===== src/rtl/field_pkg.sv =====
// Shared state encoding and default sizing for the field serializer.
// Optional feature macro: FIELD_SERIALIZER_SIGNED_EN.
package field_pkg;

  typedef enum logic {
    IDLE = 1'b0,
    EMIT = 1'b1
  } state_e;

  localparam int DEF_FIELD_W = 4;
  localparam int DEF_NFIELDS = 2;
  localparam int DEF_OUT_W   = 8;

  function automatic int idx_w(input int n);
    return (n > 1) ? $clog2(n) : 1;
  endfunction

endpackage


===== src/rtl/field_extend.sv =====
// Picks one field from a packed word and widens it to the output width.
// FIELD_SERIALIZER_SIGNED_EN selects sign extension, else zero extension.
module field_extend
  import field_pkg::*;
#(
  parameter int FIELD_W = DEF_FIELD_W,
  parameter int NFIELDS = DEF_NFIELDS,
  parameter int OUT_W   = DEF_OUT_W,
  parameter int IDX_W   = idx_w(DEF_NFIELDS)
) (
  input  logic [NFIELDS*FIELD_W-1:0] word_i,
  input  logic [IDX_W-1:0]           idx_i,
  output logic [OUT_W-1:0]           ext_o
);

  logic [NFIELDS*FIELD_W-1:0] shifted;
  logic [FIELD_W-1:0]         field;

  // Field 0 sits in the MSBs, so shift the selected one down to bit 0.
  always_comb begin
    shifted = word_i >> ((NFIELDS - 1 - int'(idx_i)) * FIELD_W);
    field   = shifted[FIELD_W-1:0];
`ifdef FIELD_SERIALIZER_SIGNED_EN
    ext_o   = OUT_W'($signed(field));
`else
    ext_o   = OUT_W'(field);
`endif
  end

endmodule


===== src/rtl/field_serializer.sv =====
// Accepts a packed word and emits its fields one per handshake, MSB first.
// Build option FIELD_SERIALIZER_SIGNED_EN sign-extends each field.
module field_serializer
  import field_pkg::*;
#(
  parameter int FIELD_W = DEF_FIELD_W,
  parameter int NFIELDS = DEF_NFIELDS,
  parameter int OUT_W   = DEF_OUT_W,
  localparam int IDX_W  = idx_w(NFIELDS),
  localparam int WORD_W = NFIELDS * FIELD_W
) (
  input  logic              clk,
  input  logic              rst_n,
  input  logic              in_valid,
  output logic              in_ready,
  input  logic [WORD_W-1:0] in_data,
  output logic              out_valid,
  input  logic              out_ready,
  output logic [OUT_W-1:0]  out_data,
  output logic [IDX_W-1:0]  out_idx,
  output logic              out_last,
  output logic [15:0]       words_done
);

  localparam logic [IDX_W-1:0] LAST_IDX = IDX_W'(NFIELDS - 1);

  state_e             state_q;
  logic [WORD_W-1:0]  word_q;
  logic [IDX_W-1:0]   idx_q;
  logic [15:0]        done_q;
  logic               fire_last;

  assign out_valid  = (state_q == EMIT);
  assign out_last   = out_valid && (idx_q == LAST_IDX);
  assign fire_last  = out_valid && out_ready && out_last;
  assign in_ready   = !out_valid || fire_last;
  assign out_idx    = idx_q;
  assign words_done = done_q;

  field_extend #(
    .FIELD_W (FIELD_W),
    .NFIELDS (NFIELDS),
    .OUT_W   (OUT_W),
    .IDX_W   (IDX_W)
  ) u_ext (
    .word_i (word_q),
    .idx_i  (idx_q),
    .ext_o  (out_data)
  );

  always_ff @(posedge clk or negedge rst_n) begin
    if (!rst_n) begin
      state_q <= IDLE;
      word_q  <= '0;
      idx_q   <= '0;
      done_q  <= '0;
    end else begin
      unique case (state_q)
        IDLE: begin
          if (in_valid) begin
            word_q  <= in_data;
            idx_q   <= '0;
            state_q <= EMIT;
          end
        end
        EMIT: begin
          if (out_ready) begin
            if (idx_q == LAST_IDX) begin
              done_q <= done_q + 16'd1;
              // A waiting word is taken on the last beat: no bubble.
              if (in_valid) begin
                word_q <= in_data;
                idx_q  <= '0;
              end else begin
                state_q <= IDLE;
              end
            end else begin
              idx_q <= idx_q + IDX_W'(1);
            end
          end
        end
        default: state_q <= IDLE;
      endcase
    end
  end

endmodule


===== config.mk =====
export PLATFORM = sky130hd
export DESIGN_NAME = field_serializer
export DESIGN_NICKNAME = d
export VERILOG_FILES = /design/src/rtl/field_pkg.sv /design/src/rtl/field_extend.sv /design/src/rtl/field_serializer.sv
export SDC_FILE = /design/constraint.sdc
export NUM_CORES = 1
export LEC_CHECK = 0
export CORE_MARGIN = 10
export CORE_UTILIZATION = 32
export CTS_CLUSTER_SIZE = 14
export DETAILED_ROUTE_END_ITERATION = 10
export GPL_ROUTABILITY_DRIVEN = 1
export GPL_TIMING_DRIVEN = 0
export PLACE_DENSITY = 0.65
export RECOVER_POWER = 25
export SLEW_MARGIN = 25
export SYNTH_ARGS = -nofsm -noshare
export SYNTH_HDL_FRONTEND = slang
export SYNTH_SLANG_ARGS = --single-unit

===== constraint.sdc =====
create_clock -name clk -period 1.5 [get_ports clk]
set_input_delay 0.45 -clock clk [delete_from_list [all_inputs] [get_ports clk]]
set_output_delay 0.45 -clock clk [all_outputs]
set_load 0.01 [all_outputs]

# Word-level counts from Yosys, hierarchy flattened
# Index checks and enable logic that the tools add are counted.
totals:
  regBits: 26
  input_bits: 12
  out_inout_bits: 28
  word_cells: 33
classes:
  n_addsub: 3
  eq_ne: 3
  shift: 1
  mux: 13
  bitwise_logic: 1
  n_reduce_logical: 8
ops:
  columns: ["operator", "n"]
  rows:
  - ["8-bit by 32-bit >> shifter with 4-bit output", 1]
  - ["8-bit two-way mux", 3]
  - ["16-bit by 1-bit adder with 16-bit output, second input constant", 1]
  - ["8-bit case mux with 2 select lines", 1]
  - ["1-bit two-way mux", 7]
  - ["2-bit != test, second input constant", 2]
  - ["1-bit case mux with 2 select lines", 2]
  - ["2-bit AND reduction", 2]
  - ["1-bit logical AND", 3]
  - ["3-bit AND reduction", 1]
  - ["2-bit by 1-bit != test with 1-bit output, second input constant", 1]
  - ["1-bit by 1-bit subtractor with 2-bit output, first input constant", 1]
  - ["1-bit adder, second input constant", 1]
  - ["1-bit zero test", 1]
  - ["1-bit logical OR", 1]
  - ["1-bit inverter", 1]

# Logic depth before layout (Yosys ltp)
# Gate-level depths: netlist of the first run.
logic_depth:
  depth_word: 4
  mapped_depth: 5

# By module
# Synthesis of the first run repeated with hierarchy kept, for this count alone.
hier_totals:
  hier_cells: 95
  area_unflattened_um2: 1209.9
modules_own_cells:
  columns: ["module", "instances", "cells_each", "area_each_um2", "seq_area_each_um2"]
  rows:
  - ["field_serializer", 1, 86, 1131.1, 650.6]
  - ["field_extend", 1, 9, 78.8, 0.0]

# Least setup slack after synthesis of the first run
# No wires, ideal clock.
synth_timing:
  kind: "register to register"
  startpoint: "register idx_q, in the netlist out_idx"
  endpoint: "register done_q[9], in the netlist words_done[9]"
  setup_ps: 126
  t_arrival_ps: 1350
  t_required_ps: 1374
  path_slack_ps: 24
  stages_incl_launch_ff: 5
  path_buffers: 1
  cell_sequence: "dfrtp_1 -> buf_4 -> nand4_2 -> or4_4 -> xnor2_2"
synth_via:
  elab_chain_cells: 1
synth_lines:
  columns: ["item", "line", "source"]
  rows:
  - ["start, declared", "field_serializer.sv:29", "logic [IDX_W-1:0] idx_q;"]
  - ["start signal, assigned", "field_serializer.sv:78", "idx_q <= idx_q + IDX_W'(1);"]
  - ["3-bit AND reduction (no source line)", null, null]
  - ["end signal, assigned", "field_serializer.sv:69", "done_q <= done_q + 16'd1;"]
  - ["end, declared", "field_serializer.sv:30", "logic [15:0] done_q;"]
# Every way passes these cells.
# A chain may end at the register's enable or synchronous reset.

# Worst setup path after layout of the first run
layout_timing:
  startpoint: "register idx_q, in the netlist out_idx"
  endpoint: "output out_data[2]"
layout_via:
  elab_chain_cells: 2
layout_lines:
  columns: ["item", "line", "source"]
  rows:
  - ["1-bit by 1-bit subtractor with 2-bit output", "field_extend.sv:21", "shifted = word_i >> ((NFIELDS - 1 - int'(idx_i)) * FIELD_W);"]
  - ["8-bit by 32-bit >> shifter with 4-bit output", "field_extend.sv:21", null]
  - ["end, declared", "field_serializer.sv:19", "output logic [OUT_W-1:0] out_data,"]
# Every way passes these cells.

==> run_results.csv, run 1 <==
group,metric,value,unit
final_layout,nFillCells,329,
worst_setup_path,worstSetupPathType,"flip-flop to output port",
sta,slew_headroom,0.5723,
clocking,clk_latency,260,ps
sta,rsz0062_at_grt,"true",
synthesis,synth.distinct_cells,22,
final_layout,layout.nets,167,
clocking,htree_levels,1,
sta,fin_skew,1.728,ps
run_status,status,"complete, but fails checks",
route,wl_per_cell,14.46,um
place,io_buffer_count,35,
clocking,clockBufferDepth,2,
synthesis,synth-adder-area-share,0.01037,
synthesis,ys_top_cells_by_count,"26 x dfrtp_1, 13 x mux2_2, 12 x nand2_1",
synthesis,synth.most_common_cell,"dfrtp_1",
synthesis,synth_mux_area_frac,0.1214,
power_and_ir_drop,powerDensity,1563,nW/um^2
synthesis,synth_top_area_cell,"dfrtp_1",
route,wl_met1,1.135,mm
synthesis,synth_compound_area_frac,0.008299,
route,wl,2.907,mm
place,placed_area,1623,um^2
worst_hold_path,worstHoldPathType,"input pin to asynchronous set/reset pin",
final_layout,final_core_util,0.4976,
route,ant_nets,0,
route,wl_met2,1.386,mm
place,globalplace.congestion,0.7575,
final_layout,drive_gt1_frac,0.3987,
worst_setup_path,crit_required,1050,ps
sta,worst_pin_slew,641.5,ps
global_route,antenna_found_initial,0,
floorplanning,initial_core_util,0.3295,
synthesis,synthTopCellsByArea,"dfrtp_1 54%, mux2_2 12%, xnor2_1 7.3%",
floorplanning,ioPinCount,40,
power_and_ir_drop,vdd_drop_max,0.0008452,V
synthesis,syn_area,1206,um^2
worst_setup_path,rr_startpoint,"out_idx",
route,route.detailed.drc,0,
sta,period_share,1.135,
sta,hold_viol,0,
floorplanning,core,3661,um^2
global_route,grt_pass1_vias,964,
power_and_ir_drop,power,2.847,mW
route,highest_layer,"met3",
final_layout,num_antenna_cells,0,
synthesis,synth_edf_count,0,
route,vias,908,
sta,slew_violations,0,
route,drtIter0Drc,52,
synthesis,async_reset_ff_frac,1.000,
place,dpl_worst_slack,-724.2,ps
route,post_drt_via_cell_ratio,4.517,
run_status,violations,"setup timing",
synthesis,yosysWarnings,0,
synthesis,synth-simple-area-share,0.1649,
worst_setup_path,crit_arrival,1250,ps
synthesis,avgSynthCellArea,12.31,um^2
worst_setup_path,worstSetupEndpointType,"output port",
clocking,ctsHoldBuffers,0,
sta,setup_slack,-201.9,ps
worst_setup_path,reg2reg_to,"words_done[9]",
final_layout,stdcell_count,201,
final_layout,final_area,1822,um^2
place,dp_hpwl,2.132,mm
worst_setup_path,start_kind,"flip-flop",
run,drv_cap,0,
sta,setup_violations,6,
worst_setup_path,ff2ff_setup_slack,20,ps
synthesis,synthDominantCellAreaShare,0.5394,
final_layout,area_delta_synth_final,51.04,%
global_route,grt_pass1_wl,4.602,mm
clocking,cts_tree,"built",
floorplanning,dieArea,6625,um^2
route,wl_met3,385,um
synthesis,ys_ff_latch,26,
floorplanning,die_x,81.40,um
floorplanning,die_y,81.40,um
clocking,cts-root-buf,"clkbuf_8",
synthesis,synth_top_family_by_area,"simple AND/OR/NAND/NOR gates",
sta,fin_tns_setup,-905.5,ps
power_and_ir_drop,p_leak,0.9167,nW
synthesis,yosys_most_used_dff,"dfrtp_1",
synthesis,synth-seq-area-share,0.5394,
sta,clock.fmax,587.6,MHz
place,placed_cells,184,
clocking,cts_buffers,3,
worst_setup_path,rr_worst_depth,4,
synthesis,synth_cells,98,
clocking,numClockSinks,26,
worst_setup_path,cp_max_fo,5,
synthesis,synthXorXnorAreaFrac,0.1151,
sta,period_minus_slack,1702,ps
sta,holdWs,191.3,ps
floorplanning,rows,22,
clocking,clkSlewWorstSetupHoldPaths,90,ps
global_route,grt_usage,0.08836,
route,dr.pass1.iters,4,
global_route,grt_overflow_total,0,
global_route,grt_start_max_net_pins,27,
## flip-flops by register name (all words and copies together) (netlist names)
signal	count
word_q	8
out_idx	1
out_valid	1
words_done	16
## timing repair
item                                    in CTS  in global routing
setup buffers                                9                  3
resized for setup                           57                 14
endpoints found under the setup margin      44                 22
cloned                                       1                  0
pin swaps                                    0                  2
## layout make-up
class / count / area, um^2 / area share
plain buffers: 5 / 41.29 / 0.02266
clock buffers: 3 / 41.29 / 0.02266
clock inverters: 1 / 30.03 / 0.01648
inverters: 2 / 7.507 / 0.004121
multi-input cells: 68 / 575.6 / 0.3159
flip-flops and latches: 26 / 655.6 / 0.3599
well taps: 48 / 60.06 / 0.03297
repair buffers: 48 / 410.4 / 0.2253
## placed cells by master, fill, tap and decap left out, drive strengths merged
master         synthesis  layout
nand2                 12      12
nor4                   1       1
o21ai                  2       2
buf                    5      23
xnor2                 11      11
mux2                  13      13
dlygate4sd2            0      17
conb                   1       4
bufinv                 0       1
nand4                  4       4
xor2                   4       4
nand2b                 1       1
clkbuf                 0       7
nand3                  5       5
ha                     1       1
and3                   1       1
clkdlybuf4s50          0       9
and2                   2       2
nor2                   5       5
or4                    1       1
inv                    2       2
dfrtp                 26      26
or2                    1       1
## worst max path at each step
stage | slack, ps | depth (start not counted) | start | end
2_1_floorplan | 20 | 4 | out_idx | words_done[9]
3_3_place_gp | -710 | 4 | out_ready | in_ready
3_5_place_dp | -720 | 4 | out_ready | in_ready
4_1_cts | -210 | 3 | out_idx | out_data[3]
5_1_grt | -260 | 3 | out_idx | out_data[2]
6_report | -200 | 3 | out_idx | out_data[2]
## power by group
| part | internal (mW) | switching, mW | total, mW |
|---|---|---|---|
| Combinational | 0.712 | 0.524 | 1.24 |
| Clock | 0.357 | 0.213 | 0.569 |
| Sequential | 0.900 | 0.141 | 1.04 |
| Total | 1.97 | 0.878 | 2.85 |
## critical path, stage by stage, from the launching register on
cell	delay [ps]
dfrtp_1	410
buf_6	150
mux2_4	310
buf_6	120
## layer usage
| layer | up-vias | GRT usage |
|---|---|---|
| met2 | 33 | 0.1548 |
| met5 | - | 0 |
| li1 | 434 | - |
| met4 | 0 | 0.01038 |
| met1 | 441 | 0.08932 |
| met3 | 0 | 0.05629 |
## logic make-up (layout without fill, tap and decap cells)
| logic type | count (synthesis) | in the layout |
|---|---|---|
| AND/OR/NAND/NOR | 33 | 33 |
| flip-flops | 26 | 26 |
| XOR/XNOR | 15 | 15 |
| multiplexers | 13 | 13 |
| buffers and inverters | 7 | 59 |
| AO/OA/AOI/OAI | 2 | 2 |
| adder cells (fa/ha/maj) | 1 | 1 |
| other | 1 | 4 |
Note: power is estimated with default switching activity, not from simulation.
==> run 2, diff against run 1 <==
--- a/config.mk
+++ b/config.mk
@@ -5,13 +5,14 @@
 export SDC_FILE = /design/constraint.sdc
 export NUM_CORES = 1
 export LEC_CHECK = 0
+export ABC_AREA = 1
 export CORE_MARGIN = 10
 export CORE_UTILIZATION = 32
 export CTS_CLUSTER_SIZE = 14
 export DETAILED_ROUTE_END_ITERATION = 10
 export GPL_ROUTABILITY_DRIVEN = 1
 export GPL_TIMING_DRIVEN = 0
-export PLACE_DENSITY = 0.65
+export PLACE_DENSITY = 0.64
 export RECOVER_POWER = 25
 export SLEW_MARGIN = 25
 export SYNTH_ARGS = -nofsm -noshare
==> constraint.sdc (replaced) <==
create_clock -name clk -period 1.7 [get_ports clk]
set_input_delay 0.51 -clock clk [delete_from_list [all_inputs] [get_ports clk]]
set_output_delay 0.51 -clock clk [all_outputs]
set_load 0.01 [all_outputs]
==> run 2 against run 1 <==
  * The run now ends clean
  * Global-route usage is 0.067 points lower
  * Total power is 23% lower
  * Non-clock buffer count is 2 higher
  * Sequential cell count stayed put
==> run_results.csv, run 2 <==
group,metric,value,unit
worst_setup_path,ff2ff_setup_slack,350,ps
sta,fin_tns_setup,0,ps
synthesis,ys_ff_latch,26,
run,drv_cap,0,
sta,fin_skew,7.913,ps
floorplanning,die_y,85.35,um
sta,hold_viol,0,
final_layout,final_common_cell,"nand2_1",
power_and_ir_drop,p_leak,1.192,nW
worst_setup_path,start_kind,"flip-flop",
floorplanning,rows,23,
final_layout,layout.nets,243,
synthesis,ys_top_cells_by_count,"69 x nand2_1, 26 x dfrtp_1, 19 x inv_1",
sta,period_minus_slack,1645,ps
clocking,clk_latency,270,ps
sta,slew_headroom,0.5617,
place,io_buffer_count,35,
global_route,grt_usage,0.08770,
worst_setup_path,crit_family,"flip-flops",
final_layout,area_delta_synth_final,45.60,%
worst_setup_path,crit_required,1190,ps
synthesis,avgSynthCellArea,7.990,um^2
synthesis,synthTopCellsByArea,"dfrtp_1 48%, nand2_1 19%, inv_1 5.2%",
final_layout,drive_gt1_frac,0.2096,
clocking,ctsHoldBuffers,0,
global_route,grt_pass1_wl,5.437,mm
floorplanning,core,4058,um^2
synthesis,yosys_most_used_dff,"dfrtp_1",
sta,setup_slack,55.11,ps
route,dr.pass1.iters,4,
final_layout,final_cell_mix,"69 x nand2_1, 22 x dfrtp_1, 19 x inv_1",
global_route,grt_start_max_net_pins,27,
global_route,antenna_found_initial,0,
clocking,cts_tree,"built",
worst_setup_path,crit_slowest_cell,"dfrtp_2",
clocking,cts-root-buf,"clkbuf_8",
global_route,grt_overflow_total,0,
sta,period_share,0.9676,
place,dpl_worst_slack,-718.5,ps
route,wl,3.226,mm
clocking,numClockSinks,26,
synthesis,synth-seq-area-share,0.4762,
floorplanning,ioPinCount,40,
route,post_drt_via_cell_ratio,4.376,
place,dp_hpwl,2.397,mm
synthesis,async_reset_ff_frac,1.000,
clocking,clockBufferDepth,2,
worst_setup_path,crit_arrival,1130,ps
global_route,grt_pass1_vias,1263,
worst_setup_path,crit_chain,"buf_6 > dlygate4sd2_1",
route,ant_nets,0,
route,drtIter0Drc,62,
run_status,status,"finished, final reports clean",
synthesis,synth_cells,171,
worst_hold_path,worstHoldPathType,"input pin to asynchronous set/reset pin",
floorplanning,die_x,85.35,um
synthesis,synth_edf_count,0,
clocking,clkSlewWorstSetupHoldPaths,100,ps
final_layout,final_core_util,0.4903,
sta,clock.fmax,607.9,MHz
power_and_ir_drop,powerDensity,1104,nW/um^2
worst_setup_path,worstSetupPathType,"flip-flop to output port",
clocking,htree_levels,1,
final_layout,num_antenna_cells,0,
route,wl_per_cell,11.56,um
synthesis,yosysWarnings,0,
synthesis,synth.most_common_cell,"nand2_1",
worst_setup_path,crit_path_max_incr_delay,450,ps
worst_setup_path,worstSetupEndpointType,"output port",
final_layout,largest_register_ffs,16,
route,route.detailed.drc,0,
floorplanning,dieArea,7284,um^2
sta,slew_violations,0,
floorplanning,initial_core_util,0.3367,
synthesis,syn_area,1366,um^2
clocking,cts_buffers,3,
synthesis,synth_top_area_cell,"dfrtp_1",
route,vias,1221,
worst_setup_path,cp_max_fo,4,
place,globalplace.congestion,0.7914,
synthesis,synth.distinct_cells,23,
final_layout,nFillCells,414,
sta,worst_pin_slew,657.4,ps
synthesis,synthDominantCellAreaShare,0.4762,
sta,rsz0062_at_grt,"false",
sta,setup_violations,0,
power_and_ir_drop,vdd_drop_max,0.0005549,V
worst_setup_path,cp_num_buf_inv,2,
## run 2: worst paths after layout
path	startpoint	to	depth (start not counted)
max	out_idx	out_idx	2
min	rst_n	words_done[12]	1
max reg2reg	words_done[1]	words_done[14]	7
min reg2reg	word_q[7]	word_q[7]	2
max in group asynchronous	rst_n	out_idx	1
min in group clk	word_q[7]	word_q[7]	2
## run 2: where the power goes
group          switching (mW)  internal (mW)  total, mW
logic                   0.427          0.379      0.806
clock network           0.203          0.315      0.518
registers               0.106          0.767      0.874
total                   0.736           1.46       2.20
## run 2: logic make-up after synthesis
| logic type | synth area share |
|---|---|
| AO/OA/AOI/OAI | 0.01648 |
| XOR/XNOR | 0.05128 |
| adder cells (fa/ha/maj) | 0.009156 |
| buffers and inverters | 0.08058 |
| flip-flops | 0.4762 |
| other | 0.002745 |
| AND/OR/NAND/NOR | 0.3636 |
## run 2: layout make-up
| cell class | instances | area, um^2 | area share |
|---|---|---|---|
| plain buffers | 4 | 30.03 | 0.01509 |
| clock buffers | 3 | 41.29 | 0.02075 |
| clock inverters | 1 | 30.03 | 0.01509 |
| inverters | 21 | 82.58 | 0.04151 |
| multi-input cells | 123 | 621.8 | 0.3126 |
| flip-flops and latches | 26 | 655.6 | 0.3296 |
| well taps | 50 | 62.56 | 0.03145 |
| repair buffers | 51 | 465.4 | 0.2340 |
## run 2: worst reg2reg max path, delay by kind of cell, from the launching register on
family	cells	cell delay, ps
AO/OA/AOI/OAI	1	150
adder cells (fa/ha/maj)	1	170
buffers and inverters	1	120
flip-flops	1	350
AND/OR/NAND/NOR	4	470
## run 2: through the flow
stage | instances | instance area [um^2] | power, mW | hold WS (ps)
finish | 279 | 1989 | 2.197 | 247.4
global route | 279 | 1989 | 2.356 | 305.1
CTS | 279 | 1976 | 2.251 | 251.1
detailed placement | 259 | 1785 | 1.680 | 465.1
global placement | 259 | 1790 | 1.664 | 462.0
floorplan | 174 | 1378 | 1.275 | 214.4
## run 2: what timing repair did
item / 4_1_cts / 5_1_grt
gates resized for setup: 37 / 12
endpoints found under the setup margin: 24 / 12
setup buffers: 16 / 0
## run 2: layer usage
metal,vias to the layer above,share of wire,global-route usage
li1,633,-,-
met1,550,0.44,0.1008
met4,0,0.0053,0.01796
met2,36,0.45,0.1444
met3,2,0.10,0.04207
met5,-,0,0
==> run 3, diff against run 2 <==
--- a/config.mk
+++ b/config.mk
@@ -12,7 +12,7 @@
 export DETAILED_ROUTE_END_ITERATION = 10
 export GPL_ROUTABILITY_DRIVEN = 1
 export GPL_TIMING_DRIVEN = 0
-export PLACE_DENSITY = 0.64
+export PLACE_DENSITY = 0.65
 export RECOVER_POWER = 25
 export SLEW_MARGIN = 25
 export SYNTH_ARGS = -nofsm -noshare
==> run 3 against run 2 <==
  * The run now ends with setup timing left
  * Critical path depth rose by 3
  * Global-route usage rose by 0.33 points
  * Clock-buffer cell count did not move
  * Non-clock buffer count fell by 1
  * Combinational power rose by 10%
  * Total power fell by 3.9%
  * Critical path type unchanged
  * Critical endpoint is now in_ready
  * Largest cell class unchanged
==> run_results.csv, run 3 (same netlist as run 2, synthesis figures left out) <==
group,metric,value,unit
final_layout,drive_gt1_frac,0.2115,
final_layout,num_antenna_cells,0,
floorplanning,initial_core_util,0.3367,
worst_setup_path,crit_arrival,1220,ps
final_layout,final_area,1971,um^2
global_route,grt_pass1_wl,5.589,mm
sta,setup_violations,1,
place,dpl_worst_slack,-737.3,ps
clocking,htree_levels,1,
power_and_ir_drop,vdd_drop_max,0.0004747,V
route,vias,1225,
global_route,met1_usage,0.09066,
route,route.detailed.drc,0,
sta,slew_violations,0,
final_layout,area_delta_synth_final,44.23,%
route,post_drt_via_cell_ratio,4.422,
run_status,status,"complete, but fails checks",
clocking,numClockSinks,26,
global_route,grt_pass1_vias,1317,
sta,fin_skew,5.094,ps
worst_hold_path,worstHoldPathType,"input pin to asynchronous set/reset pin",
run,drv_cap,0,
sta,slew_headroom,0.5714,
power_and_ir_drop,p_leak,1.140,nW
floorplanning,ioPinCount,40,
route,wl_per_cell,11.69,um
worst_setup_path,worstSetupPathType,"flip-flop to output port",
sta,rsz0062_at_grt,"true",
worst_setup_path,worstSetupEndpointType,"output port",
worst_setup_path,cp_max_fo,7,
clocking,clockBufferDepth,2,
global_route,grt_start_max_net_pins,27,
floorplanning,die_y,85.35,um
worst_setup_path,crit_required,1190,ps
route,dr.pass1.iters,4,
place,placed_cells,259,
route,wl,3.238,mm
place,placed_area,1785,um^2
final_layout,final_common_cell,"nand2_1",
sta,clock.fmax,576.7,MHz
sta,period_share,1.020,
place,globalplace.congestion,0.7782,
sta,hold_viol,0,
sta,setup_slack,-34.12,ps
worst_setup_path,ff2ff_setup_slack,200,ps
floorplanning,core,4058,um^2
worst_setup_path,reg2reg_to,"words_done[15]",
clocking,cts-root-buf,"clkbuf_8",
global_route,grt_usage,0.09096,
final_layout,largest_register_ffs,16,
final_layout,stdcell_count,277,
worst_setup_path,start_kind,"flip-flop",
power_and_ir_drop,powerDensity,1072,nW/um^2
floorplanning,die_x,85.35,um
place,dp_hpwl,2.391,mm
global_route,met3_usage,0.05545,
floorplanning,rows,23,
floorplanning,dieArea,7284,um^2
clocking,ctsHoldBuffers,0,
final_layout,final_cell_mix,"67 x nand2_1, 22 x dfrtp_1, 19 x inv_1",
worst_setup_path,rr_startpoint,"out_idx",
place,io_buffer_count,35,
run_status,violations,"setup timing",
clocking,clkSlewWorstSetupHoldPaths,90,ps
global_route,grt_overflow_total,0,
global_route,use_met2,0.1587,
global_route,antenna_found_initial,0,
clocking,clk_latency,270,ps
final_layout,layout.nets,242,
clocking,cts_buffers,3,
route,drtIter0Drc,57,
sta,worst_pin_slew,643.0,ps
worst_setup_path,rr_worst_depth,9,
route,ant_nets,0,
global_route,grt_busiest_layer,"met2",
sta,period_minus_slack,1734,ps
clocking,cts_tree,"built",
==> run 3: per-layer routing <==
layer | up-vias | share of wire
met5 | - | 0
met4 | 0 | 0.0090
met3 | 5 | 0.12
met2 | 35 | 0.47
met1 | 556 | 0.40
li1 | 629 | -
==> run 3: worst max path at each step <==
| stage | slack (ps) | to | cells past startpoint | from |
|---|---|---|---|---|
| floorplan | 340 | in_ready | 2 | out_idx |
| global placement | -720 | in_ready | 4 | out_ready |
| detailed placement | -740 | in_ready | 4 | out_ready |
| CTS | -50 | in_ready | 5 | out_idx |
| global route | -70 | in_ready | 5 | out_idx |
| finish | -30 | in_ready | 5 | out_idx |
==> run 3: cell type report <==
cell class	count	area, um^2
clock buffers	3	41.29
fillers	409	2087
flip-flops and latches	26	655.6
well taps	50	62.56
repair buffers	50	469.2
plain buffers	4	30.03
inverters	21	85.08
multi-input cells	123	626.9
==> run 3: worst max-delay path, stage by stage, from the launching register on <==
cell	delay, ps
dfrtp_2	440
buf_12	140
buf_6	110
nand3_4	60
nand2_4	70
buf_6	120
==> run 3: power by group <==
| part | internal [mW] | leakage [nW] | switching, mW |
|---|---|---|---|
| clock network | 0.159 | 0.0216 | 0.201 |
| logic | 0.432 | 0.787 | 0.456 |
| registers | 0.767 | 0.331 | 0.0965 |
| total | 1.36 | 1.14 | 0.753 |
==> run 3: through the flow <==
step | power (mW) | setup TNS [ps] | util | hold WS (ps)
after floorplan | 1.275 | 0 | - | 214.4
after CTS | 2.101 | -52.74 | 0.4749 | 241.4
final | 2.112 | -34.12 | 0.4857 | 240.0
after detailed placement | 1.680 | -3256 | 0.4400 | 466.1
after global placement | 1.663 | -8787 | 0.4413 | 463.2
after global routing | 2.263 | -236.6 | 0.4857 | 299.8
==> run 3: repair_timing <==
action,CTS,global route
gates cloned,0,0
setup endpoints to repair,24,14
gates resized for setup,41,14
hold endpoints to repair,0,0
setup buffers,14,1
pin swaps,0,1
